<file path="config.mk">
export PLATFORM = sky130hd
export DESIGN_NAME = interconnect_link_splitter_flat
export DESIGN_NICKNAME = d
export VERILOG_FILES = /design/src/rtl/interconnect_link_splitter_if.sv /design/src/rtl/interconnect_link_splitter.sv /design/src/flat_wrapper.sv
export SDC_FILE = /design/constraint.sdc
export NUM_CORES = 1
export LEC_CHECK = 0
export CORE_MARGIN = 1
export CORE_UTILIZATION = 30
export DETAILED_ROUTE_END_ITERATION = 10
export DONT_BUFFER_PORTS = 1
export PLACE_DENSITY = 0.5
export SYNTH_ARGS = -nofsm -noshare
export SYNTH_HDL_FRONTEND = slang
export SYNTH_SLANG_ARGS = --single-unit
export TNS_END_PERCENT = 20
</file>
<file path="constraint.sdc">
create_clock -name clock -period 2.25 [get_ports clock]
set_clock_uncertainty 0.05 [all_clocks]
set_input_delay 0.675 -clock clock [delete_from_list [all_inputs] [get_ports clock]]
set_output_delay 0.675 -clock clock [all_outputs]
set_load 0.02 [all_outputs]
</file>
<file path="src/rtl/interconnect_link_splitter_if.sv">
// Shared interconnect widths and packet type, plus the local link and the
// multi-plane interconnect bundle used by interconnect_link_splitter.
package interconnect_pkg;
    parameter int TIA_NUM_PHYSICAL_PLANES = 3;
    parameter int TIA_TAG_WIDTH           = 4;
    parameter int TIA_WORD_WIDTH          = 8;
    parameter int TIA_PLANE_W = (TIA_NUM_PHYSICAL_PLANES > 1) ? $clog2(TIA_NUM_PHYSICAL_PLANES) : 1;

    typedef struct packed {
        logic [TIA_TAG_WIDTH-1:0]  tag;
        logic [TIA_WORD_WIDTH-1:0] data;
    } packet_t;
endpackage

interface link_if;
    import interconnect_pkg::*;
    logic    req;
    logic    ack;
    packet_t packet;

    modport sender   (output req, output packet, input  ack);
    modport receiver (input  req, input  packet, output ack);
endinterface

interface interconnect_link_if;
    import interconnect_pkg::*;
    logic [TIA_NUM_PHYSICAL_PLANES-1:0]                     reqs;
    logic [TIA_NUM_PHYSICAL_PLANES-1:0]                     acks;
    logic [TIA_NUM_PHYSICAL_PLANES-1:0][TIA_TAG_WIDTH-1:0]  tag_lines;
    logic [TIA_NUM_PHYSICAL_PLANES-1:0][TIA_WORD_WIDTH-1:0] data_lines;

    modport sender   (output reqs, output tag_lines, output data_lines, input  acks);
    modport receiver (input  reqs, input  tag_lines, input  data_lines, output acks);
endinterface

</file>
<file path="src/rtl/interconnect_link_splitter.sv">
// Buffers packets from one local link and forwards them on a selectable
// physical plane; plane changes drain the FIFO first to keep ordering.
module interconnect_link_splitter
    import interconnect_pkg::*;
#(
    parameter int BUFFER_DEPTH = 2
) (
    input  logic                         clock,
    input  logic                         reset,
    link_if.receiver                     input_link,
    interconnect_link_if.sender          output_interconnect_link,
    input  logic                         plane_select_write,
    input  logic [TIA_PLANE_W-1:0]       plane_select_value,
    output logic [TIA_PLANE_W-1:0]       current_plane,
    output logic                         busy,
    output logic [$clog2(BUFFER_DEPTH):0] occupancy,
    output logic                         plane_select_error
);
    localparam int NP = TIA_NUM_PHYSICAL_PLANES;
    localparam int PW = TIA_PLANE_W;
    localparam int AW = $clog2(BUFFER_DEPTH);
    localparam logic [AW:0] DEPTH_W = (AW+1)'(BUFFER_DEPTH);
    localparam logic [PW:0] NP_W    = (PW+1)'(NP);

    typedef enum logic {ST_ACTIVE, ST_DRAIN} state_t;

    state_t        r_state;
    logic [PW-1:0] r_cur;
    logic [PW-1:0] r_pending;
    logic          r_err;
    logic [AW-1:0] r_wr_ptr;
    logic [AW-1:0] r_rd_ptr;
    logic [AW:0]   r_count;
    packet_t       r_mem [BUFFER_DEPTH];

    logic          w_sel_valid;
    logic          w_sel_ok;
    logic          w_nonempty;
    logic          w_push;
    logic          w_pop;
    logic          w_in_ack;
    logic [NP-1:0] w_sel;
    logic [NP-1:0] w_reqs;
    logic [NP-1:0][TIA_TAG_WIDTH-1:0]  w_tags;
    logic [NP-1:0][TIA_WORD_WIDTH-1:0] w_data;
    packet_t       w_head;

    assign w_sel_valid = ({1'b0, plane_select_value} < NP_W);
    assign w_sel_ok    = plane_select_write && w_sel_valid;
    assign w_head      = r_mem[r_rd_ptr];
    assign w_nonempty  = (r_count != '0) && !reset;

    // Input ack looks only at local state so it never waits on a plane ack.
    assign w_in_ack = (r_state == ST_ACTIVE) && (r_count < DEPTH_W) && !reset;
    assign w_push   = input_link.req && w_in_ack;
    assign w_pop    = |(w_reqs & output_interconnect_link.acks);

    always_comb begin
        for (int p = 0; p < NP; p++) begin
            w_sel[p]  = (r_cur == PW'(p));
            w_reqs[p] = 1'b0;
            w_tags[p] = '0;
            w_data[p] = '0;
            if (w_sel[p]) begin
                w_reqs[p] = w_nonempty;
                w_tags[p] = w_head.tag;
                w_data[p] = w_head.data;
            end
        end
    end

    assign input_link.ack                      = w_in_ack;
    assign output_interconnect_link.reqs       = w_reqs;
    assign output_interconnect_link.tag_lines  = w_tags;
    assign output_interconnect_link.data_lines = w_data;
    assign current_plane      = r_cur;
    assign busy               = (r_state == ST_DRAIN);
    assign occupancy          = r_count;
    assign plane_select_error = r_err;

    always_ff @(posedge clock) begin
        if (w_push) begin
            r_mem[r_wr_ptr] <= input_link.packet;
        end
    end

    always_ff @(posedge clock) begin
        if (reset) begin
            r_wr_ptr <= '0;
            r_rd_ptr <= '0;
            r_count  <= '0;
        end else begin
            if (w_push) begin
                r_wr_ptr <= r_wr_ptr + 1'b1;
            end
            if (w_pop) begin
                r_rd_ptr <= r_rd_ptr + 1'b1;
            end
            case ({w_push, w_pop})
                2'b10:   r_count <= r_count + 1'b1;
                2'b01:   r_count <= r_count - 1'b1;
                default: r_count <= r_count;
            endcase
        end
    end

    // A write landing on the drain-completing edge takes effect immediately.
    always_ff @(posedge clock) begin
        if (reset) begin
            r_state   <= ST_ACTIVE;
            r_cur     <= '0;
            r_pending <= '0;
            r_err     <= 1'b0;
        end else begin
            if (plane_select_write && !w_sel_valid) begin
                r_err <= 1'b1;
            end
            case (r_state)
                ST_ACTIVE: begin
                    if (w_sel_ok) begin
                        r_pending <= plane_select_value;
                        r_state   <= ST_DRAIN;
                    end
                end
                ST_DRAIN: begin
                    if (w_sel_ok) begin
                        r_pending <= plane_select_value;
                    end
                    if (r_count == '0) begin
                        r_cur   <= w_sel_ok ? plane_select_value : r_pending;
                        r_state <= ST_ACTIVE;
                    end
                end
                default: r_state <= ST_ACTIVE;
            endcase
        end
    end
endmodule

</file>
<file path="src/flat_wrapper.sv">
// flat-port wrapper written by rule: the top's interface ports become plain ports
module interconnect_link_splitter_flat import interconnect_pkg::*;
#(
    parameter int BUFFER_DEPTH = 2
)
  (clock, reset, plane_select_write, plane_select_value, current_plane, busy, occupancy, plane_select_error, input_link_req, input_link_packet, input_link_ack, output_interconnect_link_reqs, output_interconnect_link_tag_lines, output_interconnect_link_data_lines, output_interconnect_link_acks);
  link_if input_link_i ();
  interconnect_link_if output_interconnect_link_i ();
  input  logic clock;
  input  logic reset;
  input  logic plane_select_write;
  input  logic [TIA_PLANE_W-1:0] plane_select_value;
  output logic [TIA_PLANE_W-1:0] current_plane;
  output logic busy;
  output logic [$clog2(BUFFER_DEPTH):0] occupancy;
  output logic plane_select_error;
  input wire logic [$bits(input_link_i.req)-1:0] input_link_req;
  input wire logic [$bits(input_link_i.packet)-1:0] input_link_packet;
  output wire logic [$bits(input_link_i.ack)-1:0] input_link_ack;
  output wire logic [$bits(output_interconnect_link_i.reqs)-1:0] output_interconnect_link_reqs;
  output wire logic [$bits(output_interconnect_link_i.tag_lines)-1:0] output_interconnect_link_tag_lines;
  output wire logic [$bits(output_interconnect_link_i.data_lines)-1:0] output_interconnect_link_data_lines;
  input wire logic [$bits(output_interconnect_link_i.acks)-1:0] output_interconnect_link_acks;
  assign input_link_i.req = input_link_req;
  assign input_link_i.packet = input_link_packet;
  assign input_link_ack = input_link_i.ack;
  assign output_interconnect_link_reqs = output_interconnect_link_i.reqs;
  assign output_interconnect_link_tag_lines = output_interconnect_link_i.tag_lines;
  assign output_interconnect_link_data_lines = output_interconnect_link_i.data_lines;
  assign output_interconnect_link_i.acks = output_interconnect_link_acks;
  interconnect_link_splitter #(.BUFFER_DEPTH(BUFFER_DEPTH)) u_core (.clock(clock), .reset(reset), .input_link(input_link_i), .output_interconnect_link(output_interconnect_link_i), .plane_select_write(plane_select_write), .plane_select_value(plane_select_value), .current_plane(current_plane), .busy(busy), .occupancy(occupancy), .plane_select_error(plane_select_error));
endmodule
</file>
# Word-level counts from Yosys, hierarchy flattened
# Memories as Yosys holds them, arrays and structs flattened. A register that Yosys moved wholly into a read port is not among the register bits.
# Index checks and enable logic that the tools add are counted.
# Widths: inputs -> output; s select.
word_totals:
  register_bits: 10
  latch_bits: 0
  ram_bits: 24
  rom_bits: 0
  inputBits: 21
  out_inout_bits: 46
  elab_cells: 52
  memories: 1
classes:
  add_sub_neg: 4
  mul: 0
  n_div: 0
  n_lt_le_gt_ge: 2
  eq_ne: 4
  shifts: 0
  muxes: 18
  n_bitwise: 2
  n_reduce_logical: 14
mem_list:
  columns: ["name", "depth", "word_bits", "rd", "rd_ports_with_merged_regs", "wr", "line_no", "rtl"]
  rows:
  - ["u_core.r_mem", 2, 12, 1, 1, 1, "interconnect_link_splitter.sv:34", "packet_t r_mem [BUFFER_DEPTH];"]
op_table:
  columns: ["op", "count"]
  rows:
  - ["$mux 8", 3]
  - ["$mux 4", 3]
  - ["$mux 1", 9]
  - ["$logic_and 1x1->1", 6]
  - ["$eq 2x1->1 const B", 2]
  - ["$eq 2x2->1 const B", 2]
  - ["$logic_not 2->1", 2]
  - ["$lt 2x2->1 const B", 2]
  - ["$pmux 2 s2", 1]
  - ["$reduce_bool 2->1", 2]
  - ["$and 3x3->3", 1]
  - ["$reduce_or 3->1", 1]
  - ["$add 1x1->1 const B", 2]
  - ["$add 2x1->2 const B", 1]
  - ["$logic_not 1->1", 2]
  - ["$mux 2", 1]
  - ["$pmux 1 s2", 1]
  - ["$reduce_and 2->1", 1]
  - ["$sub 2x1->2 const B", 1]
  - ["$not 1->1", 1]

# Depth between registers and ports, before layout
depth:
  word_depth: 7
  ltp_mapped: 7
  mapped_depth_nobuf: 7

# Worst setup path before layout
# No wires, ideal clock.
synth_path:
  path_kind: "in2reg"
  start: "input port reset"
  end: "memory u_core.r_mem[0][0] (netlist name) (enable)"
  setup_time_ns: 0.380
  arrival_time_ns: 1.902
  required_ns: 1.820
  setup_slack_ns: -0.082
  path_stages: 4
  n_path_buf: 1
  cell_sequence: "buf_6 > nor3_2 > nand2_1 > nor2_1"
synth_between:
  elab_chain_len: 5
synth_rtl:
  columns: ["item", "line_no", "rtl"]
  rows:
  - ["from (decl)", "flat_wrapper.sv:10", "input logic reset;"]
  - ["$logic_not 1->1", "interconnect_link_splitter.sv:54", "assign w_in_ack = (r_state == ST_ACTIVE) && (r_count < DEPTH_W) && !reset;"]
  - ["$logic_and 1x1->1", "interconnect_link_splitter.sv:54", null]
  - ["named net input_link_ack", "flat_wrapper.sv:19", "output wire logic [$bits(input_link_i.ack)-1:0] input_link_ack;"]
  - ["$logic_and 1x1->1", "interconnect_link_splitter.sv:55", "assign w_push = input_link.req && w_in_ack;"]
  - ["$mux 1", "interconnect_link_splitter.sv:82", "if (w_push) begin"]
  - ["$mux 1 (implied by the code)", "interconnect_link_splitter.sv:83", "r_mem[r_wr_ptr] <= input_link.packet;"]
  - ["to (decl)", "interconnect_link_splitter.sv:34", null]
# The timed path passes the listed nets, and every way through them passes these cells.

# Worst setup path in the final report
layout_path:
  start: "register u_core.r_cur[0], in the netlist u_core.current_plane[0]"
  end: "output port output_interconnect_link_data_lines[7]"
layout_between:
  elab_chain_len: 2
layout_rtl:
  columns: ["item", "line_no", "rtl"]
  rows:
  - ["from (decl)", "interconnect_link_splitter.sv:28", "logic [PW-1:0] r_cur;"]
  - ["from (signal assigned)", "interconnect_link_splitter.sv:130", "r_cur <= w_sel_ok ? plane_select_value : r_pending;"]
  - ["$logic_not 2->1", "interconnect_link_splitter.sv:60", "w_sel[p] = (r_cur == PW'(p));"]
  - ["$mux 8", "interconnect_link_splitter.sv:64", "if (w_sel[p]) begin"]
  - ["to (decl)", "flat_wrapper.sv:22", "output wire logic [$bits(output_interconnect_link_i.data_lines)-1:0] output_interconnect_link_data_lines;"]
# Every way passes these cells.

==> results.toml <==
[run_status]
outcome = "finished clean"

[timing]
worst_pin_slew_ps = 345.6
fin_setup_tns_ps = 0
slew_viol_final = 0
period_minus_slack_ps = 2173
slew_headroom_pct = 76.93
worst_hold_slack_ps = 398.4
rsz0062_at_grt = "true"
hold_violations = 0
finalCritPeriodShare_pct = 96.57
fmax_mhz = 460.2
setup_viol = 0

[placed_design]
hpwlAfterDp_um = 2571
dpl.cell_count = 242
portBuffers = 0
gp_congestion = 0.7053

[clock_network]
cts_made_buffers = 5
clk_pin_slew_ps = 70
cts.path.max_buffers = 2
clockRootBuffer = "clkbuf_8"
h-tree-depth = 2
clock_sinks = 35
tritoncts = "done"
worstSkewPairLatency_ps = 280
hold_buffers = 0

[yosys]
synth_warnings = 0
yosysMostFrequentCell = "nor2_1"
synth.largest_area_cell = "edfxtp_1"
synth-edff-count = 24
synth_simple_gate_area_share_pct = 19.21
yosys.cell_types.count = 28
synth_ff_type = "edfxtp_1"
synth.area.top_cells = "edfxtp_1 (47%), dfxtp_1 (15%), nor2_1 (12%)"
synth-xor-area-share_pct = 1.731
synth.avg_cell_area_um2 = 11.50
synth-seq-area-share_pct = 62.00
synthArstFlopShare_pct = 0
synth-compound-area-share_pct = 5.029
mappedNetlistArea_mm2 = 0.001518
yosysTopAreaCellShare_pct = 47.49
synthMuxAreaShare_pct = 9.233
synth_commonest_cells = "nor2_1 (47), edfxtp_1 (24), mux2i_1 (14)"
synth_fa_ha_area_share_pct = 0.8244
syn_inst = 132
synth.ff_latch_count = 35
synth_top_family_by_area = "simple AND/OR/NAND/NOR gates"
syn_nets = 154

[setup_path]
max_stage_delay_ps = 420
crit_slowest_cell = "or2_2"
start_kind = "register"
critPathMaxFanout = 13
crit_arrival_ps = 1450
end_kind = "primary output"
worstPathCellList = "or2_2, nor2_1, buf_4"
rrSetupSlack_ps = 370
critical_path_class = "register to primary output"
critPathRequiredTime_ps = 1520

[drt]
via_per_inst = 4.436
wirelength_um = 3472
drt-pass1-iter-count = 4
vias = 1109
first_iter_violations = 19
wl_per_cell_um = 13.89
postRouteAntennaNets = 0
drc = 0

[floorplanning]
die_w_um = 73.13
start_util_pct = 31.71
die_area_mm2 = 0.005347
pin_count = 67
die_h_um = 73.13
core_mm2 = 0.004786
core.rowCount = 25

[final_layout]
diodes = 0
synthToLayoutAreaGrowth_pct = 33.72
fin_util_pct = 42.41
drive_above_1_share_pct = 36.07
final_nets = 204
final.fill_count = 474
final_cells = 250

[pwr]
leakagePower_nw = 0.8104
ir_drop_mv = 0.3047
powerDensity_mw_per_mm2 = 851.5

[grt]
grt_pass1_wl_um = 5347
grt_antenna_before_repair = 0
grt_pass1_vias = 1067
track_usage_pct = 14.03
grt_max_degree = 14
overflow = 0

[hold_path]
hold_class = "input port to register"

[job]
maxCapViolCount = 0
==> cells in the final DEF (no fill, tap or decap), types with 3 or more instances in the layout <==
| cell type | netlist | layout |
|---|---|---|
| nor2b_1 | 3 | 3 |
| edfxtp_1 | 24 | 24 |
| dfxtp_1 | 11 | 9 |
| nand2b_1 | 3 | 3 |
| mux2i_1 | 14 | 11 |
| nor2_1 | 47 | 46 |
| mux2i_2 | 0 | 3 |
| buf_4 | 0 | 48 |
| clkbuf_8 | 0 | 5 |
==> state kept, by name (all words and copies together), names as in the netlist, named ones only <==
| register | flops |
|---|---|
| u_core.r_rd_ptr | 1 |
| u_core.r_pending | 2 |
| u_core.occupancy | 2 |
| u_core.r_wr_ptr | 1 |
| u_core.current_plane | 2 |
| u_core.busy | 1 |
| u_core.plane_select_error | 1 |
| u_core.r_mem | 24 |
==> metrics by stage <==
step	cell area [µm²]	setup WS, ps	total power [mW]
2_1_floorplan	1520	-25.97	1.105
3_3_place_gp	1934	145.8	1.293
3_5_place_dp	1934	92.21	1.307
4_1_cts	2017	44.64	1.742
5_1_grt	2029	-2.055	1.820
6_report	2029	77.12	1.728
==> path summary, 6_finish.rpt <==
path,startpoint,end,cells past startpoint
setup / recovery,u_core.current_plane[0],output_interconnect_link_data_lines[7],3
hold / removal,reset,u_core.occupancy[1],1
setup reg to reg,u_core.current_plane[0],u_core.occupancy[1],6
hold reg to reg,u_core.r_rd_ptr,register,1
==> cells by family after synthesis <==
| kind of cell | Yosys count |
|---|---|
| AND/OR/NAND/NOR | 65 |
| flip-flops | 35 |
| multiplexers | 14 |
| AO/OA/AOI/OAI | 9 |
| buffers and inverters | 5 |
| XOR/XNOR | 3 |
| adder cells (fa/ha/maj) | 1 |
==> worst max-delay path, delay by kind of cell (launching register included) <==
family,cells,cell delay [ps]
DFF,1,390
buffers and inverters,1,170
and+or+nand+nor,2,610
==> layer usage <==
metal | part of all wire, % | global-route usage [%] | routed length, µm | vias to the layer above
met5 | 0 | 0 | 0 | -
li1 | - | - | - | 550
met4 | 1.3 | 6.536 | 44 | 0
met2 | 51 | 23.46 | 1784 | 35
met1 | 39 | 14.67 | 1363 | 520
met3 | 8.0 | 7.044 | 279 | 4
==> where the power goes <==
group / internal, mW / switching [mW] / total (mW)
sequential: 0.733 / 0.0322 / 0.765
combinational: 0.217 / 0.315 / 0.532
clock: 0.217 / 0.214 / 0.431
==> cell type report <==
type                    instances  area, µm²  area share (%)
well taps                      67      83.83           4.131
multi-input cells              92      560.5           27.62
repair buffers                 48      360.3           17.76
clock buffers                   7      76.32           3.761
clock inverters                 1      5.005          0.2466
flip-flops and latches         35      943.4           46.49
==> repair_timing <==
item / CTS / global route
pin swaps: 0 / 0
gates resized for setup: 2 / 4
setup buffers: 0 / 0
setup endpoints to repair: 20 / 11
(Power assumes the default switching activity.)
